## config.mk

```make
export PLATFORM = sky130hd
export DESIGN_NAME = barrel_shifter_pipe_flat
export DESIGN_NICKNAME = d
export VERILOG_FILES = /design/src/rtl/barrel_shifter_pipe_if.sv /design/src/rtl/barrel_shifter_pipe.sv /design/src/flat_wrapper.sv
export SDC_FILE = /design/constraint.sdc
export NUM_CORES = 1
export LEC_CHECK = 0
export ABC_AREA = 1
export CORE_MARGIN = 2
export CORE_UTILIZATION = 60
export DETAILED_ROUTE_END_ITERATION = 16
export PLACE_DENSITY = 0.83
export SETUP_SLACK_MARGIN = 0.5
export SYNTH_ARGS = -nofsm -noshare
export SYNTH_HDL_FRONTEND = slang
export SYNTH_SLANG_ARGS = --single-unit
```

## constraint.sdc

```tcl
create_clock -name clk -period 2.45 [get_ports clk]
set_clock_uncertainty 0.05 [all_clocks]
set_input_delay 0.735 -clock clk [delete_from_list [all_inputs] [get_ports clk]]
set_output_delay 0.735 -clock clk [all_outputs]
set_load 0.01 [all_outputs]
```

## src/rtl/barrel_shifter_pipe_if.sv

```systemverilog
// Valid/ready streaming bundle for barrel_shifter_pipe: operand side (in_*) and result side (out_*).
// The slave modport is the shifter's view; master is the producer/consumer view.
interface barrel_shifter_pipe_if #(
  parameter int WIDTH = 16
);
  localparam int SHW = $clog2(WIDTH);

  logic             in_valid;
  logic             in_ready;
  logic [WIDTH-1:0] in_data;
  logic [SHW-1:0]   in_amt;
  logic [1:0]       in_mode;

  logic             out_valid;
  logic             out_ready;
  logic [WIDTH-1:0] out_data;
  logic             out_sticky;

  modport master (
    output in_valid, in_data, in_amt, in_mode, out_ready,
    input  in_ready, out_valid, out_data, out_sticky
  );

  modport slave (
    input  in_valid, in_data, in_amt, in_mode, out_ready,
    output in_ready, out_valid, out_data, out_sticky
  );
endinterface

```

## src/rtl/barrel_shifter_pipe.sv

```systemverilog
// Pipelined log-stage barrel shifter (SLL/SRL/SRA/ROL), one register stage per shift-amount bit.
// Optional macro BSHIFT_STICKY_EN adds a per-stage sticky bit (OR of all discarded bits).
module barrel_shifter_pipe #(
  parameter int WIDTH = 16
) (
  input logic               clk,
  input logic               rst_n,
  barrel_shifter_pipe_if.slave bus
);
  localparam int SHW = $clog2(WIDTH);

  localparam logic [1:0]       MODE_SLL = 2'b00;
  localparam logic [1:0]       MODE_SRL = 2'b01;
  localparam logic [1:0]       MODE_SRA = 2'b10;
  localparam logic [WIDTH-1:0] ONES     = {WIDTH{1'b1}};

  // Stage k register set. a_q holds the not-yet-applied amount bits, LSB next.
  logic             v_q  [SHW];
  logic [WIDTH-1:0] d_q  [SHW];
  logic [SHW-1:0]   a_q  [SHW];
  logic [1:0]       m_q  [SHW];
  logic             sg_q [SHW];

  logic             v_nx  [SHW];
  logic [WIDTH-1:0] d_nx  [SHW];
  logic [SHW-1:0]   a_nx  [SHW];
  logic [1:0]       m_nx  [SHW];
  logic             sg_nx [SHW];

`ifdef BSHIFT_STICKY_EN
  logic             st_q  [SHW];
  logic             st_nx [SHW];
`endif

  logic advance;

  function automatic logic [WIDTH-1:0] stage_shift(input logic [WIDTH-1:0] d,
                                                   input logic [1:0]       m,
                                                   input logic             sg,
                                                   input int               s);
    case (m)
      MODE_SLL: return d << s;
      MODE_SRL: return d >> s;
      MODE_SRA: return (d >> s) | (sg ? ~(ONES >> s) : '0);
      default:  return (d << s) | (d >> (WIDTH - s));
    endcase
  endfunction

`ifdef BSHIFT_STICKY_EN
  function automatic logic stage_lost(input logic [WIDTH-1:0] d,
                                      input logic [1:0]       m,
                                      input int               s);
    case (m)
      MODE_SLL: return |(d >> (WIDTH - s));
      MODE_SRL: return |(d << (WIDTH - s));
      MODE_SRA: return |(d << (WIDTH - s));
      default:  return 1'b0;
    endcase
  endfunction
`endif

  // One global advance: a full output that is not being taken freezes every stage.
  assign advance      = bus.out_ready | ~bus.out_valid;
  assign bus.in_ready = advance;

  always_comb begin
    logic             cur_v;
    logic [WIDTH-1:0] cur_d;
    logic [SHW-1:0]   cur_a;
    logic [1:0]       cur_m;
    logic             cur_sg;
`ifdef BSHIFT_STICKY_EN
    logic             cur_st;
    cur_st = 1'b0;
`endif
    cur_v  = bus.in_valid;
    cur_d  = bus.in_data;
    cur_a  = bus.in_amt;
    cur_m  = bus.in_mode;
    cur_sg = bus.in_data[WIDTH-1];
    for (int k = 0; k < SHW; k++) begin
      v_nx[k]  = cur_v;
      d_nx[k]  = cur_a[0] ? stage_shift(cur_d, cur_m, cur_sg, 1 << k) : cur_d;
      a_nx[k]  = cur_a >> 1;
      m_nx[k]  = cur_m;
      sg_nx[k] = cur_sg;
`ifdef BSHIFT_STICKY_EN
      st_nx[k] = cur_st | (cur_a[0] & stage_lost(cur_d, cur_m, 1 << k));
      cur_st   = st_q[k];
`endif
      cur_v  = v_q[k];
      cur_d  = d_q[k];
      cur_a  = a_q[k];
      cur_m  = m_q[k];
      cur_sg = sg_q[k];
    end
  end

  always_ff @(posedge clk or negedge rst_n) begin
    if (!rst_n) begin
      for (int k = 0; k < SHW; k++) begin
        v_q[k]  <= 1'b0;
        d_q[k]  <= '0;
        a_q[k]  <= '0;
        m_q[k]  <= '0;
        sg_q[k] <= 1'b0;
      end
    end else if (advance) begin
      for (int k = 0; k < SHW; k++) begin
        v_q[k]  <= v_nx[k];
        d_q[k]  <= d_nx[k];
        a_q[k]  <= a_nx[k];
        m_q[k]  <= m_nx[k];
        sg_q[k] <= sg_nx[k];
      end
    end
  end

`ifdef BSHIFT_STICKY_EN
  always_ff @(posedge clk or negedge rst_n) begin
    if (!rst_n) begin
      for (int k = 0; k < SHW; k++) st_q[k] <= 1'b0;
    end else if (advance) begin
      for (int k = 0; k < SHW; k++) st_q[k] <= st_nx[k];
    end
  end

  assign bus.out_sticky = st_q[SHW-1];
`else
  assign bus.out_sticky = 1'b0;
`endif

  assign bus.out_valid = v_q[SHW-1];
  assign bus.out_data  = d_q[SHW-1];
endmodule
```

## src/flat_wrapper.sv

```systemverilog
// flat-port wrapper written by rule: the top's interface ports become plain ports
module barrel_shifter_pipe_flat 
#(
  parameter int WIDTH = 16
)
  (clk, rst_n, bus_in_valid, bus_in_data, bus_in_amt, bus_in_mode, bus_out_ready, bus_in_ready, bus_out_valid, bus_out_data, bus_out_sticky);
  barrel_shifter_pipe_if #(.WIDTH(WIDTH)) bus_i ();
  input logic clk;
  input logic rst_n;
  input wire logic [$bits(bus_i.in_valid)-1:0] bus_in_valid;
  input wire logic [$bits(bus_i.in_data)-1:0] bus_in_data;
  input wire logic [$bits(bus_i.in_amt)-1:0] bus_in_amt;
  input wire logic [$bits(bus_i.in_mode)-1:0] bus_in_mode;
  input wire logic [$bits(bus_i.out_ready)-1:0] bus_out_ready;
  output wire logic [$bits(bus_i.in_ready)-1:0] bus_in_ready;
  output wire logic [$bits(bus_i.out_valid)-1:0] bus_out_valid;
  output wire logic [$bits(bus_i.out_data)-1:0] bus_out_data;
  output wire logic [$bits(bus_i.out_sticky)-1:0] bus_out_sticky;
  assign bus_i.in_valid = bus_in_valid;
  assign bus_i.in_data = bus_in_data;
  assign bus_i.in_amt = bus_in_amt;
  assign bus_i.in_mode = bus_in_mode;
  assign bus_i.out_ready = bus_out_ready;
  assign bus_in_ready = bus_i.in_ready;
  assign bus_out_valid = bus_i.out_valid;
  assign bus_out_data = bus_i.out_data;
  assign bus_out_sticky = bus_i.out_sticky;
  barrel_shifter_pipe #(.WIDTH(WIDTH)) u_core (.clk(clk), .rst_n(rst_n), .bus(bus_i));
endmodule
```

==> impl_results.md, run 1 <==
- Count of pins over their slew limit: 0
- Req. time, crit path: 1660 ps
- RSZ-0062 raised after global routing: false
- Slowest stage cell, crit path: buf_2
- Gr ovfl total: 0
- Port bufs: 43
- Die X: 93.5 um
- IO Pins: 45
- Area after DPL: 5150 um2
- Final worst slack: 552 ps
- Achievable frequency: 0.527 GHz
- Via Count: 4079
- Setup TNS: 0 ps
- Slew at the pin with the worst max-slew slack: 835 ps
- Initial antenna violation count: 0
- CP Capture Type: output pin
- CTS clock-pin slew for the worst setup and hold paths: 90 ps
- Nets: 707
- Htree depth: 3
- Synth area leader: dfrtp_1
- Pre-CTS setup slack: -203 ps
- Fin crit share: 0.775
- Final Hold Fails: 0
- Core ar.: 7730 um2
- Most common cell after layout, fill and taps aside: nand2_1
- Post-DRT Antenna Nets: 0
- Critical path fanouts, max: 2
- Cells after synthesis: 668
- Post-route DRC violation count: 0
- Register area share after synthesis: 0.433
- Die H: 93.5 um
- Starting Density: 0.621
- FILL cells: 632
- WL/cell: 12.5 um
- Ys Warns: 0
- CTS tree: built
- Slew margin rel.: 0.444
- CP peak stage delay: 130 ps
- Die area: 8730 um2
- Cells along the critical path: clkbuf_2, nor2_4, inv_2, buf_2
- Synth top area share: 0.433
- Layout Utilization: 0.687
- Critical path data arrival time: 1110 ps
- Root Driver: clkbuf_8
- CTS Buffer Depth: 2
- Cell area after layout: 5310 um2
- GP Congestion: 0.918
- DRT Pass-1 Iters: 5
- Largest net degree at the start of global routing: 68
- Tmin final: 1900 ps
- Detailed Route WL: 9820 um
- Leak: 2.73 nW
- Yosys cell types: 26
- Clk sink count: 83
- Most frequent cells in the layout: nand2_1, inv_1, dfrtp_1, nor2_1, nand3_1
- N_diodes: 0
- Mapped Area: 4800 um2
- Initial drt markers: 163
- Final setup viols: 0
- Status: completed
- FP Rows: 32
- Number of global-route vias before repair: 3769
- Synth Register Bits: 83
- Power density over the cells: 1200 nW/um2
- Total nets after synthesis: 694
- Area contributors post-synth: dfrtp_1, nand2_1, inv_1, nand3_1, o21ai_0
- Vias per inst: 5.18
- Crit path buf inv count: 3
- Max_cap viols: 0
- Worst Setup Start Kind: primary input
- Detailed placement HPWL: 6890 um
- Hold Crit Class: primary input to asynchronous set/reset pin
- CP top delay family: buffers and inverters
- Syn avg cell area: 7.19 um2
- Overall global routing resource usage: 0.239
- Worst VDD drop: 0.000520 V
- Clk_lat worst skew: 360 ps
- First-pass GRT wire length: 16800 um
- Ratio of cells with drive above 1 in the final layout: 0.106
- Hold_buf cts: 0
- P&R area growth vs syn: 10.6%
- R2R setup slack: 700 ps
- Clock buffer count from CTS: 9
- WS Path Type: primary input to output pin
[routing by layer]
metal | GRT usage | part of all wire
met5 | 0 | 0
met4 | 0.0919 | 0.014
met3 | 0.0355 | 0.032
met2 | 0.438 | 0.51
met1 | 0.281 | 0.44
[cell type report]
cell class	instances	area [um2]	area share
flip-flops and latches	83	2080	0.391
multi-input cells	435	2050	0.387
repair buffers	53	484	0.0912
inverters	99	372	0.0700
clock buffers	11	151	0.0285
well taps	102	128	0.0240
clock inverters	5	43.8	0.00825
[cells by family after synthesis]
| kind of cell | share of synthesized area |
|---|---|
| AOI/OAI and AO/OA | 0.134 |
| and+or+nand+nor | 0.290 |
| buffers and inverters | 0.140 |
| xor gates and xnor gates | 0.00182 |
| other | 0.000781 |
| DFF | 0.433 |
[power breakdown]
part | internal (W) | switching (W)
logic | 0.00108 | 0.00185
registers | 0.00200 | 0.000459
clock network | 0.000436 | 0.000516
[cell usage after synthesis]
| cell | n |
|---|---|
| nor2_2 | 1 |
| buf_4 | 17 |
| nand3_2 | 10 |
| clkinv_1 | 1 |
| nand2_4 | 4 |
| buf_1 | 1 |
| nand2_1 | 149 |
| a21oi_1 | 36 |
| or2_2 | 1 |
| a31oi_1 | 8 |
| inv_1 | 93 |
| dfrtp_1 | 83 |
| xnor2_1 | 1 |
| a21oi_2 | 10 |
| clkbuf_1 | 10 |
| o21ai_1 | 5 |
| conb_1 | 1 |
| buf_6 | 3 |
| buf_2 | 20 |
| nand2_2 | 13 |
| nor2_1 | 71 |
| o21ai_0 | 60 |
| inv_2 | 5 |
| nand3b_1 | 1 |
| nand3_1 | 63 |
| nand4_1 | 1 |
[worst paths after layout]
path / from / to / cells after the start
worst max register to register: u_core.bus.out_valid / u_core.d_q[39] / 8
worst max-delay path: bus_out_ready / bus_in_ready / 4
min in group clk: u_core.v_nx[0] / u_core.bus.out_valid / 1
max in group asynchronous: rst_n / u_core.d_q[47] / 2
worst min register to register: u_core.v_nx[0] / u_core.bus.out_valid / 1
worst min-delay path: rst_n / u_core.bus.out_data[9] / 1
[registers in the layout, summed over array words and instances (netlist names)]
register,count
u_core.a_nx,3
u_core.a_q,3
u_core.bus.out_data,16
u_core.bus.out_valid,1
u_core.d_q,48
u_core.m_nx,6
u_core.sg_nx,3
u_core.v_nx,3
[through the flow]
stage	std cells	hold slack, ps	power, W
4_1_cts	788	333	0.00634
6_report	788	314	0.00635
2_1_floorplan	668	389	0.00480
5_1_grt	788	356	0.00688
3_3_place_gp	772	394	0.00537
3_5_place_dp	772	397	0.00548
[repair_timing]
item / CTS / global route
gates cloned: 0 / 0
setup endpoints to repair: 48 / 2
resized for setup: 22 / 2
buffers inserted: 0 / 0
pin swaps: 1 / 1
(Power assumes the default switching activity.)
==> inputs of run 2 (changes only) <==
--- a/config.mk
+++ b/config.mk
@@ -7,9 +7,9 @@
 export LEC_CHECK = 0
 export ABC_AREA = 1
 export CORE_MARGIN = 2
-export CORE_UTILIZATION = 60
+export CORE_UTILIZATION = 52
 export DETAILED_ROUTE_END_ITERATION = 16
-export PLACE_DENSITY = 0.83
+export PLACE_DENSITY = 0.76
 export SETUP_SLACK_MARGIN = 0.5
 export SYNTH_ARGS = -nofsm -noshare
 export SYNTH_HDL_FRONTEND = slang
==> constraint.sdc (replaced) <==
create_clock -name clk -period 1.7 [get_ports clk]
set_clock_uncertainty 0.05 [all_clocks]
set_input_delay 0.51 -clock clk [delete_from_list [all_inputs] [get_ports clk]]
set_output_delay 0.51 -clock clk [all_outputs]
set_load 0.01 [all_outputs]
==> run 2 against run 1 <==
Count of clock-buffer cells in the layout decreased by 2. Critical path depth stayed put. Utilization is 6.7 points higher. Register-to-register slack worse by 560 ps. Worst hold slack better by 110 ps. Die area rose by 15%. Largest cell class is now multi-input gates.
==> impl_results.md, run 2 (synthesized netlist as in run 1, its figures left out) <==
- Biggest register: u_core.d_q
- Root Driver: clkbuf_8
- Nets: 772
- Die area: 10000 um2
- DRT Pass-1 Iters: 5
- Starting Density: 0.527
- Most frequent cells in the layout: nand2_1, inv_1, dfrtp_1, nand3_1, nor2_1
- IO Pins: 45
- Largest net degree at the start of global routing: 35
- Worst Setup Start Kind: primary input
- WS Path Type: primary input to output pin
- Via Count: 4959
- Ratio of cells with drive above 1 in the final layout: 0.349
- Post-route DRC violation count: 0
- Port bufs: 43
- Number of global-route vias before repair: 4444
- Final Hold Fails: 0
- GP Congestion: 0.899
- CTS Buffer Depth: 2
- FP Rows: 35
- Achievable frequency: 0.636 GHz
- Worst VDD drop: 0.000660 V
- Cells after DPL: 790
- Clk sink count: 83
- Post-DRT Antenna Nets: 0
- WL/cell: 17.7 um
- Clk_lat worst skew: 370 ps
- Gr ovfl total: 0
- Leak: 3.34 nW
- RSZ-0062 raised after global routing: true
- Final setup viols: 0
- Req. time, crit path: 1140 ps
- Detailed Route WL: 15200 um
- N_diodes: 0
- Detailed placement HPWL: 7100 um
- Pwr Total: 0.0126 W
- Fin crit share: 0.925
- Critical path fanouts, max: 2
- CTS clock-pin slew for the worst setup and hold paths: 80 ps
- CTS tree: built
- Core ar.: 9110 um2
- Tmin final: 1570 ps
- Largest register FFs: 48
- Non-Filler Instances: 859
- Most common cell after layout, fill and taps aside: nand2_1
- Critical path data arrival time: 1010 ps
- Vias per inst: 5.77
- CP Capture Type: output pin
- Clock buffer count from CTS: 9
- Max_cap viols: 0
- R2R setup slack: 140 ps
- Die X: 100 um
- P&R area growth vs syn: 43.1%
- First-pass GRT wire length: 20900 um
- Overall global routing resource usage: 0.264
- Status: completed
- Die H: 100 um
- Hold Crit Class: register to register
- Initial antenna violation count: 0
- Htree depth: 3
- Count of pins over their slew limit: 0
- Power density over the cells: 1840 nW/um2
- Initial drt markers: 372
[run 2: cell types whose count changed in the layout (fill, tap and decap cells not counted), moves of 12 or more]
cell / before / now
o21ai_2: 0 / 30
o21ai_0: 60 / 16
buf_2: 1 / 17
dlygate4sd2_1: 17 / 2
nor2_1: 71 / 39
nand2_1: 149 / 137
buf_16: 0 / 17
o21ai_1: 5 / 18
a21oi_2: 10 / 30
buf_4: 10 / 37
nor2_4: 1 / 18
a21oi_1: 36 / 16
nor2_2: 0 / 15
[run 2: per-stage QoR]
stage / utilization / setup slack, ps / instance area [um2] / hold WS (ps) / setup TNS [ps]
floorplan: - / 300 / 4840 / 164 / 0
global placement: 0.582 / -478 / 5310 / 334 / -18120
detailed placement: 0.582 / -502 / 5310 / 334 / -20440
CTS: 0.699 / 122 / 6370 / 432 / 0
global route: 0.754 / 55.9 / 6870 / 449 / 0
finish: 0.754 / 128 / 6870 / 426 / 0
[run 2: timing repair]
action | CTS | global route
pin swaps | 34 | 17
resized for setup | 209 | 82
endpoints found under the hold margin | 12 | 0
buffers inserted | 13 | 23
setup endpoints to repair | 101 | 100
gates cloned | 15 | 4
hold buffers | 1 | 0
[run 2: cell type report]
cell class / instances / area, um2
timing repair buffer: 116 / 1440
fill: 568 / 2240
multi-input combinational: 437 / 2620
inverter: 99 / 380
tap: 111 / 139
clock inverter: 4 / 77.6
clock buffer: 9 / 124
sequential: 83 / 2080
[run 2: worst paths after layout]
check,cells after the start,endpoint,start
max,4,bus_in_ready,bus_out_ready
min,1,u_core.bus.out_valid,u_core.v_nx[0]
max reg2reg,11,u_core.d_q[37],u_core.bus.out_valid
min reg2reg,1,u_core.bus.out_valid,u_core.v_nx[0]
max in group asynchronous,3,u_core.d_q[25],rst_n
min in group asynchronous,2,u_core.bus.out_data[14],rst_n
[run 2: worst max-delay path, cell delays in order]
cell             delay (ps)
clkdlybuf4s15_1         210
nor2_4                  130
inv_2                    50
buf_6                   110
[run 2: where the power goes]
part,internal (W),total (W),switching (W),leakage (nW)
clock,0.000811,0.00153,0.000719,0.102
sequential,0.00290,0.00377,0.000874,0.973
combinational,0.00325,0.00732,0.00407,2.27
[run 2: metal layers]
metal	global-route usage	vias to the layer above	wire length (um)
li1	-	2253	-
met1	0.299	2318	5240
met2	0.475	296	8090
met3	0.0467	92	1030
met4	0.137	0	835
met5	0	-	0
==> inputs of run 3 (changes only) <==
--- a/config.mk
+++ b/config.mk
@@ -6,6 +6,7 @@
 export NUM_CORES = 1
 export LEC_CHECK = 0
 export ABC_AREA = 1
+export CAP_MARGIN = 10
 export CORE_MARGIN = 2
 export CORE_UTILIZATION = 52
 export DETAILED_ROUTE_END_ITERATION = 16
==> results of run 3 <==
The final DEF is identical to that of run 2; final timing and power are the same.
